$ cat config.mk
export PLATFORM = sky130hd
export DESIGN_NAME = pwu_rsp_emit
export DESIGN_NICKNAME = d
export VERILOG_FILES = /design/src/rtl/nou_pwu_pkg.sv /design/src/rtl/pwu_rsp_oreg.sv /design/src/rtl/pwu_rsp_emit.sv
export SDC_FILE = /design/constraint.sdc
export NUM_CORES = 1
export LEC_CHECK = 0
export BUFFER_PORTS_ARGS = -buffer_cell sky130_fd_sc_hd__buf_2
export CAP_MARGIN = 20
export CORE_UTILIZATION = 54
export DETAILED_ROUTE_END_ITERATION = 6
export HOLD_SLACK_MARGIN = 0.05
export PLACE_DENSITY = 0.85
export SLEW_MARGIN = 20
export SYNTH_ARGS = -nofsm -noshare
export SYNTH_HDL_FRONTEND = slang
export SYNTH_HIERARCHICAL = 1
export SYNTH_SLANG_ARGS = --single-unit
$ cat constraint.sdc
create_clock -name clk -period 2.6 [get_ports clk]
set_input_delay 0.13 -clock clk [delete_from_list [all_inputs] [get_ports clk]]
set_output_delay 0.13 -clock clk [all_outputs]
set_load 0.02 [all_outputs]
$ cat src/rtl/nou_pwu_pkg.sv
// Shared PWU/NOU response definitions.
// Provides the response field widths, the header-body and error flit
// layouts, the emitter phase encoding and the error counter width.
// Packed structs list fields MSB first, so the last field sits at bit 0.
package nou_pwu_pkg;

    localparam int NOU_SID_WIDTH         = 4;
    localparam int NOU_RSP_TYPE_ID_WIDTH = 3;
    localparam int NOU_PKT_ID_WIDTH      = 12;
    localparam int NOU_ERR_CODE_WIDTH    = 8;
    localparam int NOU_WL_RM_WIDTH       = 16;
    localparam int ERR_CNT_W             = 16;

    // Header flit without the sequence number; seq is prepended above it
    // because its width is a per-instance parameter.
    typedef struct packed {
        logic [NOU_SID_WIDTH-1:0]         sid;
        logic [NOU_RSP_TYPE_ID_WIDTH-1:0] rsp_type;
        logic [NOU_PKT_ID_WIDTH-1:0]      pkt_id;
        logic                             status;
    } hdr_body_t;

    typedef struct packed {
        logic [NOU_ERR_CODE_WIDTH-1:0] err_code;
        logic [NOU_WL_RM_WIDTH-1:0]    rm;
    } err_flit_t;

    localparam int HDR_BODY_W = $bits(hdr_body_t);
    localparam int ERR_FLIT_W = $bits(err_flit_t);

    typedef enum logic {
        PHASE_HDR = 1'b0,
        PHASE_ERR = 1'b1
    } phase_e;

endpackage

$ cat src/rtl/pwu_rsp_oreg.sv
// Valid/ready output register with load/hold.
// Ports: clk, rstn (sync, active-low), i_vld/i_data (candidate entry),
// i_rdy (downstream ready), o_load (register may take a new value this
// cycle), o_vld/o_data (registered output).
// Data is only captured when a valid entry is loaded, so it stays stable
// while the output is stalled.
module pwu_rsp_oreg #(
    parameter int W = 8
) (
    input  logic         clk,
    input  logic         rstn,
    input  logic         i_vld,
    input  logic [W-1:0] i_data,
    input  logic         i_rdy,
    output logic         o_load,
    output logic         o_vld,
    output logic [W-1:0] o_data
);

    logic         r_vld;
    logic [W-1:0] r_data;

    assign o_load = ~r_vld | i_rdy;
    assign o_vld  = r_vld;
    assign o_data = r_data;

    // Output register: load when empty or accepted, otherwise hold.
    always_ff @(posedge clk) begin
        if (!rstn) begin
            r_vld  <= 1'b0;
            r_data <= {W{1'b0}};
        end else if (o_load) begin
            r_vld <= i_vld;
            if (i_vld) begin
                r_data <= i_data;
            end
        end
    end

endmodule

$ cat src/rtl/pwu_rsp_emit.sv
// PWU response emitter.
// Serializes each retired entry into a header flit and, for failed
// responses, a following error flit on a valid/ready port.
// Ports: clk, rstn (sync, active-low); in_* retire entry fields;
// retire_keep (hold request to the retire register, combinational);
// rsp_vld/rsp_rdy/rsp_flit/rsp_last response port; err_cnt error count.
// Build option: NOU_PWU_RSP_ERR_CNT_EN enables the saturating error
// response counter; otherwise err_cnt is tied to zero.
module pwu_rsp_emit
    import nou_pwu_pkg::*;
#(
    parameter int FLIT_W = 64,
    parameter int SEQ_W  = 8
) (
    input  logic                             clk,
    input  logic                             rstn,
    input  logic                             in_vld,
    input  logic [NOU_SID_WIDTH-1:0]         in_sid,
    input  logic [NOU_RSP_TYPE_ID_WIDTH-1:0] in_rsp_type,
    input  logic [NOU_PKT_ID_WIDTH-1:0]      in_pkt_id,
    input  logic                             in_status,
    input  logic [NOU_ERR_CODE_WIDTH-1:0]    in_err_code,
    input  logic [NOU_WL_RM_WIDTH-1:0]       in_rm,
    output logic                             retire_keep,
    output logic                             rsp_vld,
    input  logic                             rsp_rdy,
    output logic [FLIT_W-1:0]                rsp_flit,
    output logic                             rsp_last,
    output logic [ERR_CNT_W-1:0]             err_cnt
);

    localparam int HDR_W = SEQ_W + HDR_BODY_W;

    if ((FLIT_W < HDR_W) || (FLIT_W < ERR_FLIT_W)) begin : g_flit_w_chk
        $error("pwu_rsp_emit: FLIT_W too small for header or error flit");
    end

    phase_e             r_phase;
    phase_e             w_phase_nxt;
    logic [SEQ_W-1:0]   r_seq;
    logic [SEQ_W-1:0]   w_seq_nxt;
    logic               w_load;
    logic               w_fire;
    hdr_body_t          w_hdr_body;
    err_flit_t          w_err;
    logic [FLIT_W-1:0]  w_hdr_flit;
    logic [FLIT_W-1:0]  w_err_flit;
    logic [FLIT_W:0]    w_oreg_d;
    logic [FLIT_W:0]    w_oreg_q;

    assign w_hdr_body = '{sid: in_sid, rsp_type: in_rsp_type,
                          pkt_id: in_pkt_id, status: in_status};
    assign w_err      = '{err_code: in_err_code, rm: in_rm};
    assign w_hdr_flit = FLIT_W'({r_seq, w_hdr_body});
    assign w_err_flit = FLIT_W'(w_err);
    assign w_fire     = in_vld & w_load;

    // The entry is released only when its last flit is loaded.
    assign retire_keep = in_vld & ~(w_load & ((r_phase == PHASE_ERR) | ~in_status));

    // Next flit selection and phase/sequence update.
    always_comb begin
        w_phase_nxt = r_phase;
        w_seq_nxt   = r_seq;
        w_oreg_d    = {~in_status, w_hdr_flit};
        case (r_phase)
            PHASE_HDR: begin
                w_oreg_d = {~in_status, w_hdr_flit};
                if (w_fire) begin
                    w_seq_nxt   = r_seq + SEQ_W'(1);
                    w_phase_nxt = in_status ? PHASE_ERR : PHASE_HDR;
                end else begin
                    w_seq_nxt   = r_seq;
                    w_phase_nxt = PHASE_HDR;
                end
            end
            PHASE_ERR: begin
                w_oreg_d = {1'b1, w_err_flit};
                if (w_fire) begin
                    w_phase_nxt = PHASE_HDR;
                end else begin
                    w_phase_nxt = PHASE_ERR;
                end
            end
            default: begin
                w_phase_nxt = PHASE_HDR;
            end
        endcase
    end

    // Phase and sequence-number state.
    always_ff @(posedge clk) begin
        if (!rstn) begin
            r_phase <= PHASE_HDR;
            r_seq   <= {SEQ_W{1'b0}};
        end else begin
            r_phase <= w_phase_nxt;
            r_seq   <= w_seq_nxt;
        end
    end

    pwu_rsp_oreg #(
        .W (FLIT_W + 1)
    ) u_oreg (
        .clk    (clk),
        .rstn   (rstn),
        .i_vld  (in_vld),
        .i_data (w_oreg_d),
        .i_rdy  (rsp_rdy),
        .o_load (w_load),
        .o_vld  (rsp_vld),
        .o_data (w_oreg_q)
    );

    assign rsp_last = w_oreg_q[FLIT_W];
    assign rsp_flit = w_oreg_q[FLIT_W-1:0];

`ifdef NOU_PWU_RSP_ERR_CNT_EN
    logic [ERR_CNT_W-1:0] r_err_cnt;

    // Saturating count of error headers loaded.
    always_ff @(posedge clk) begin
        if (!rstn) begin
            r_err_cnt <= {ERR_CNT_W{1'b0}};
        end else if (w_fire && (r_phase == PHASE_HDR) && in_status &&
                     (r_err_cnt != {ERR_CNT_W{1'b1}})) begin
            r_err_cnt <= r_err_cnt + ERR_CNT_W'(1);
        end else begin
            r_err_cnt <= r_err_cnt;
        end
    end

    assign err_cnt = r_err_cnt;
`else
    assign err_cnt = {ERR_CNT_W{1'b0}};
`endif

endmodule
==> results.md <==
- Distinct cell type count of the synthesized netlist: 31
- Primary FF master, synth: sky130_fd_sc_hd__dfxtp_1
- Height of the die: roughly 80 microns
- Top-area cell type share of the netlist area: 0.431
- Top achievable clock speed: approximately 580 MHz
- Ratio of total power to cell area: 623 nW/um^2
- Synthesized area per cell: between 9 and 10 sq um
- IO Port Bufs: 114
- Data required time of the worst path: about 2.5 ns
- Combinational power share: 0.162
- Vias per inst: approximately 4.7
- Total number of vias: between 2000 and 3000
- Final non-filler cell area: approximately 4300 sq um
- Area of the core: roughly 6100 sq um
- Total CTS buffers: 9
- CTS H-tree lvls: 3
- Switching power summed over all nets: about 0.00072 W
- Number of nets with antenna violations after routing: 0
- Type of the worst min-delay path: input port to flop
- CTS tree: built
- Count of standard-cell rows: 28
- Die area: slightly below 7000 sq um
- Net total in the final layout: between 500 and 600
- Type of origin of the critical path: flop
- Routed length per placed instance: approximately 12 microns
- Initial core utilization: 0.575
- Final Hold Vio Count: 0
- Pre-antenna DRT Iters: 4
- Residual DRC count: 0
- First-pass GRT wire length: ~11000 microns
- Maximum capacitance violations: 0
- Tot GR Track Use: 0.217
- Top-level I/O count: around 130
- Register bit count reported by yosys: 75
- Clock network latency to the later pin of the worst-skew pair: approximately 0.35 ns
- Clock power share: 0.372
- Highest net fanout along the worst path: 30
- Minimum clock period after layout: 1.74 ns
- Setup TNS: 0 ns
- Most area-hungry cell type in the Yosys netlist: sky130_fd_sc_hd__dfxtp_1
- Layout overhead on the synthesized area: 24.7%
- Least-Margin Pin Slew: roughly 0.65 ns
- Diode count: 0
- Static Leak: 2.21 nW
- Status: finished clean
- Routability cong.: approximately 0.8
- Switching power share of the total: 0.267
- Remaining global-route overflow: 0
- Number of instances in the synthesized netlist: between 300 and 400
- WL final: 7080 microns
- Part of the power in registers: 0.466
- Endpoint kind of the worst setup timing path: output port
- Number of global-route vias before repair: ~2600
- Post-synth EDFFs: 0
- First DRT Iteration DRCs: 95
- Half-perimeter wire length after placement: about 5000 microns
- Antenna violations before repair: 0
- Layout cells sized above 1: 0.313
- Count of final max-slew check failures: 0
- Final setup violating endpoints: 0
- Ys async rst share: 0
- Unrepaired setup endpoints after global routing: false
- Final core utilization: 0.717
- Die outline width: approximately 82 microns
- Largest net degree at the start of global routing: 70
- Quantity of gates resized following cts: 0
- Fin crit share: 0.669
- Setup Buffers After CTS: 0
- Worst slew slack as a fraction of its limit: 0.570
- Internal power of the cells: 0.00199 W
- Placed cell area: about 4000 sq um
- Number of clock sinks seen by CTS: 75
- Sequential element share of the synthesized area: 0.431
- Cell area after synthesis: roughly 3500 sq um
- Maximum clock insertion buffer count: 2
- Setup skew after layout: between 0.008 and 0.009 ns
- Arrival time reported for the critical path endpoint: between 1.5 and 2 ns
- Peak supply drop: 0.000481 V
- Clock slew at the register clock pins of the worst setup and hold paths: around 0.07 ns
- Largest cells by area after synthesis: sky130_fd_sc_hd__dfxtp_1 43%, sky130_fd_sc_hd__mux2i_1 19%, sky130_fd_sc_hd__nand2_1 15%
- Yosys warning count: 6
- Min Hold Slack: a little under 0.1 ns
- Cell chosen for the clock root: sky130_fd_sc_hd__clkbuf_8
- Worst setup path category: flop to output port
- Hold-fix buffer count after cts: 0
-- cells in the final DEF (no fill, tap or decap), types with 2 or more instances in the layout --
cell,synthesis,layout
sky130_fd_sc_hd__buf_4,17,5
sky130_fd_sc_hd__or4_1,2,2
sky130_fd_sc_hd__o21ai_0,3,3
sky130_fd_sc_hd__xor2_1,2,2
sky130_fd_sc_hd__bufinv_16,0,2
sky130_fd_sc_hd__nor2_1,3,3
sky130_fd_sc_hd__dfxtp_1,75,74
sky130_fd_sc_hd__buf_2,4,113
sky130_fd_sc_hd__mux2_2,23,23
sky130_fd_sc_hd__conb_1,1,52
sky130_fd_sc_hd__o31ai_1,2,2
sky130_fd_sc_hd__a21oi_1,6,6
sky130_fd_sc_hd__mux2i_1,66,66
sky130_fd_sc_hd__nand2_1,138,138
sky130_fd_sc_hd__clkbuf_8,0,11
sky130_fd_sc_hd__nor2b_1,4,4
sky130_fd_sc_hd__or3_2,3,3
-- synth_stat cells, types with 4 or more instances --
master / number
sky130_fd_sc_hd__nand2_1: 138
sky130_fd_sc_hd__dfxtp_1: 75
sky130_fd_sc_hd__mux2i_1: 66
sky130_fd_sc_hd__mux2_2: 23
sky130_fd_sc_hd__buf_4: 17
sky130_fd_sc_hd__clkbuf_1: 11
sky130_fd_sc_hd__buf_6: 7
sky130_fd_sc_hd__a21oi_1: 6
sky130_fd_sc_hd__buf_2: 4
sky130_fd_sc_hd__nor2b_1: 4
-- routing by layer --
| layer | part of all wire | global-route usage | vias up | routed length [microns] |
|---|---|---|---|---|
| met3 | 0.085 | 0.0846 | 6 | 600 |
| met5 | 0 | 0 | - | 0 |
| met1 | 0.44 | 0.239 | 1255 | 3110 |
| li1 | - | - | 1462 | - |
| met4 | 0.011 | 0.0930 | 0 | 78 |
| met2 | 0.47 | 0.368 | 104 | 3290 |
-- area by class of cell --
cell class	count	area [sq um]
repair buffers	119	623
fillers	493	1710
clock buffers	12	155
inverters	2	7.51
flip-flops and latches	75	1500
clock inverters	4	72.6
multi-input cells	315	1890
well taps	75	93.8
-- logic make-up after synthesis --
group           Yosys count  synth area share
xor+xnor                  2           0.00503
buf+inv                  43            0.0811
fa+ha+maj                 1           0.00359
mux                      89             0.264
simple gates            158             0.193
other cells               1           0.00108
flops                    75             0.431
compound gates           13            0.0215
-- per-stage QoR --
| step | setup slack (ns) | std cells | total power (W) |
|---|---|---|---|
| finish | 0.862 | 602 | 0.00271 |
| global route | 0.733 | 602 | 0.00284 |
| detailed placement | 0.765 | 586 | 0.00173 |
| floorplan | 1.25 | 433 | 0.00162 |
| CTS | 0.424 | 602 | 0.00274 |
| global placement | 0.795 | 586 | 0.00171 |
-- power by group through the flow --
stage	Clock, W	Combinational [W]	Sequential (W)
after floorplan	0	0.000261	0.00136
after global placement	0	0.000428	0.00129
after CTS	0.00104	0.000439	0.00126
after detailed placement	0	0.000437	0.00129
final	0.00101	0.000438	0.00126
after global routing	0.00109	0.000480	0.00127
-- state kept, by name, indices dropped and copies added (netlist names) --
register and cells:
u_oreg/o_data 65, r_seq 8, r_phase 1, u_oreg/o_vld 1
-- path summary, 6_finish.rpt --
check,startpoint,slack [ns],to,cells after the start
min reg2reg,u_oreg/o_data[47],0.46,u_oreg/o_data[47],2
max reg2reg,u_oreg/o_vld,0.98,u_oreg/o_data[21],4
max,r_phase,0.86,retire_keep,3
min,in_vld,0.1,u_oreg/o_vld,3
-- worst max-delay path: stages (launching register included) --
cell	delay (ns)
sky130_fd_sc_hd__dfxtp_2	0.75
sky130_fd_sc_hd__nand2b_1	0.25
sky130_fd_sc_hd__a21boi_0	0.10
sky130_fd_sc_hd__buf_2	0.17
Power figures use the tool's default switching activity.
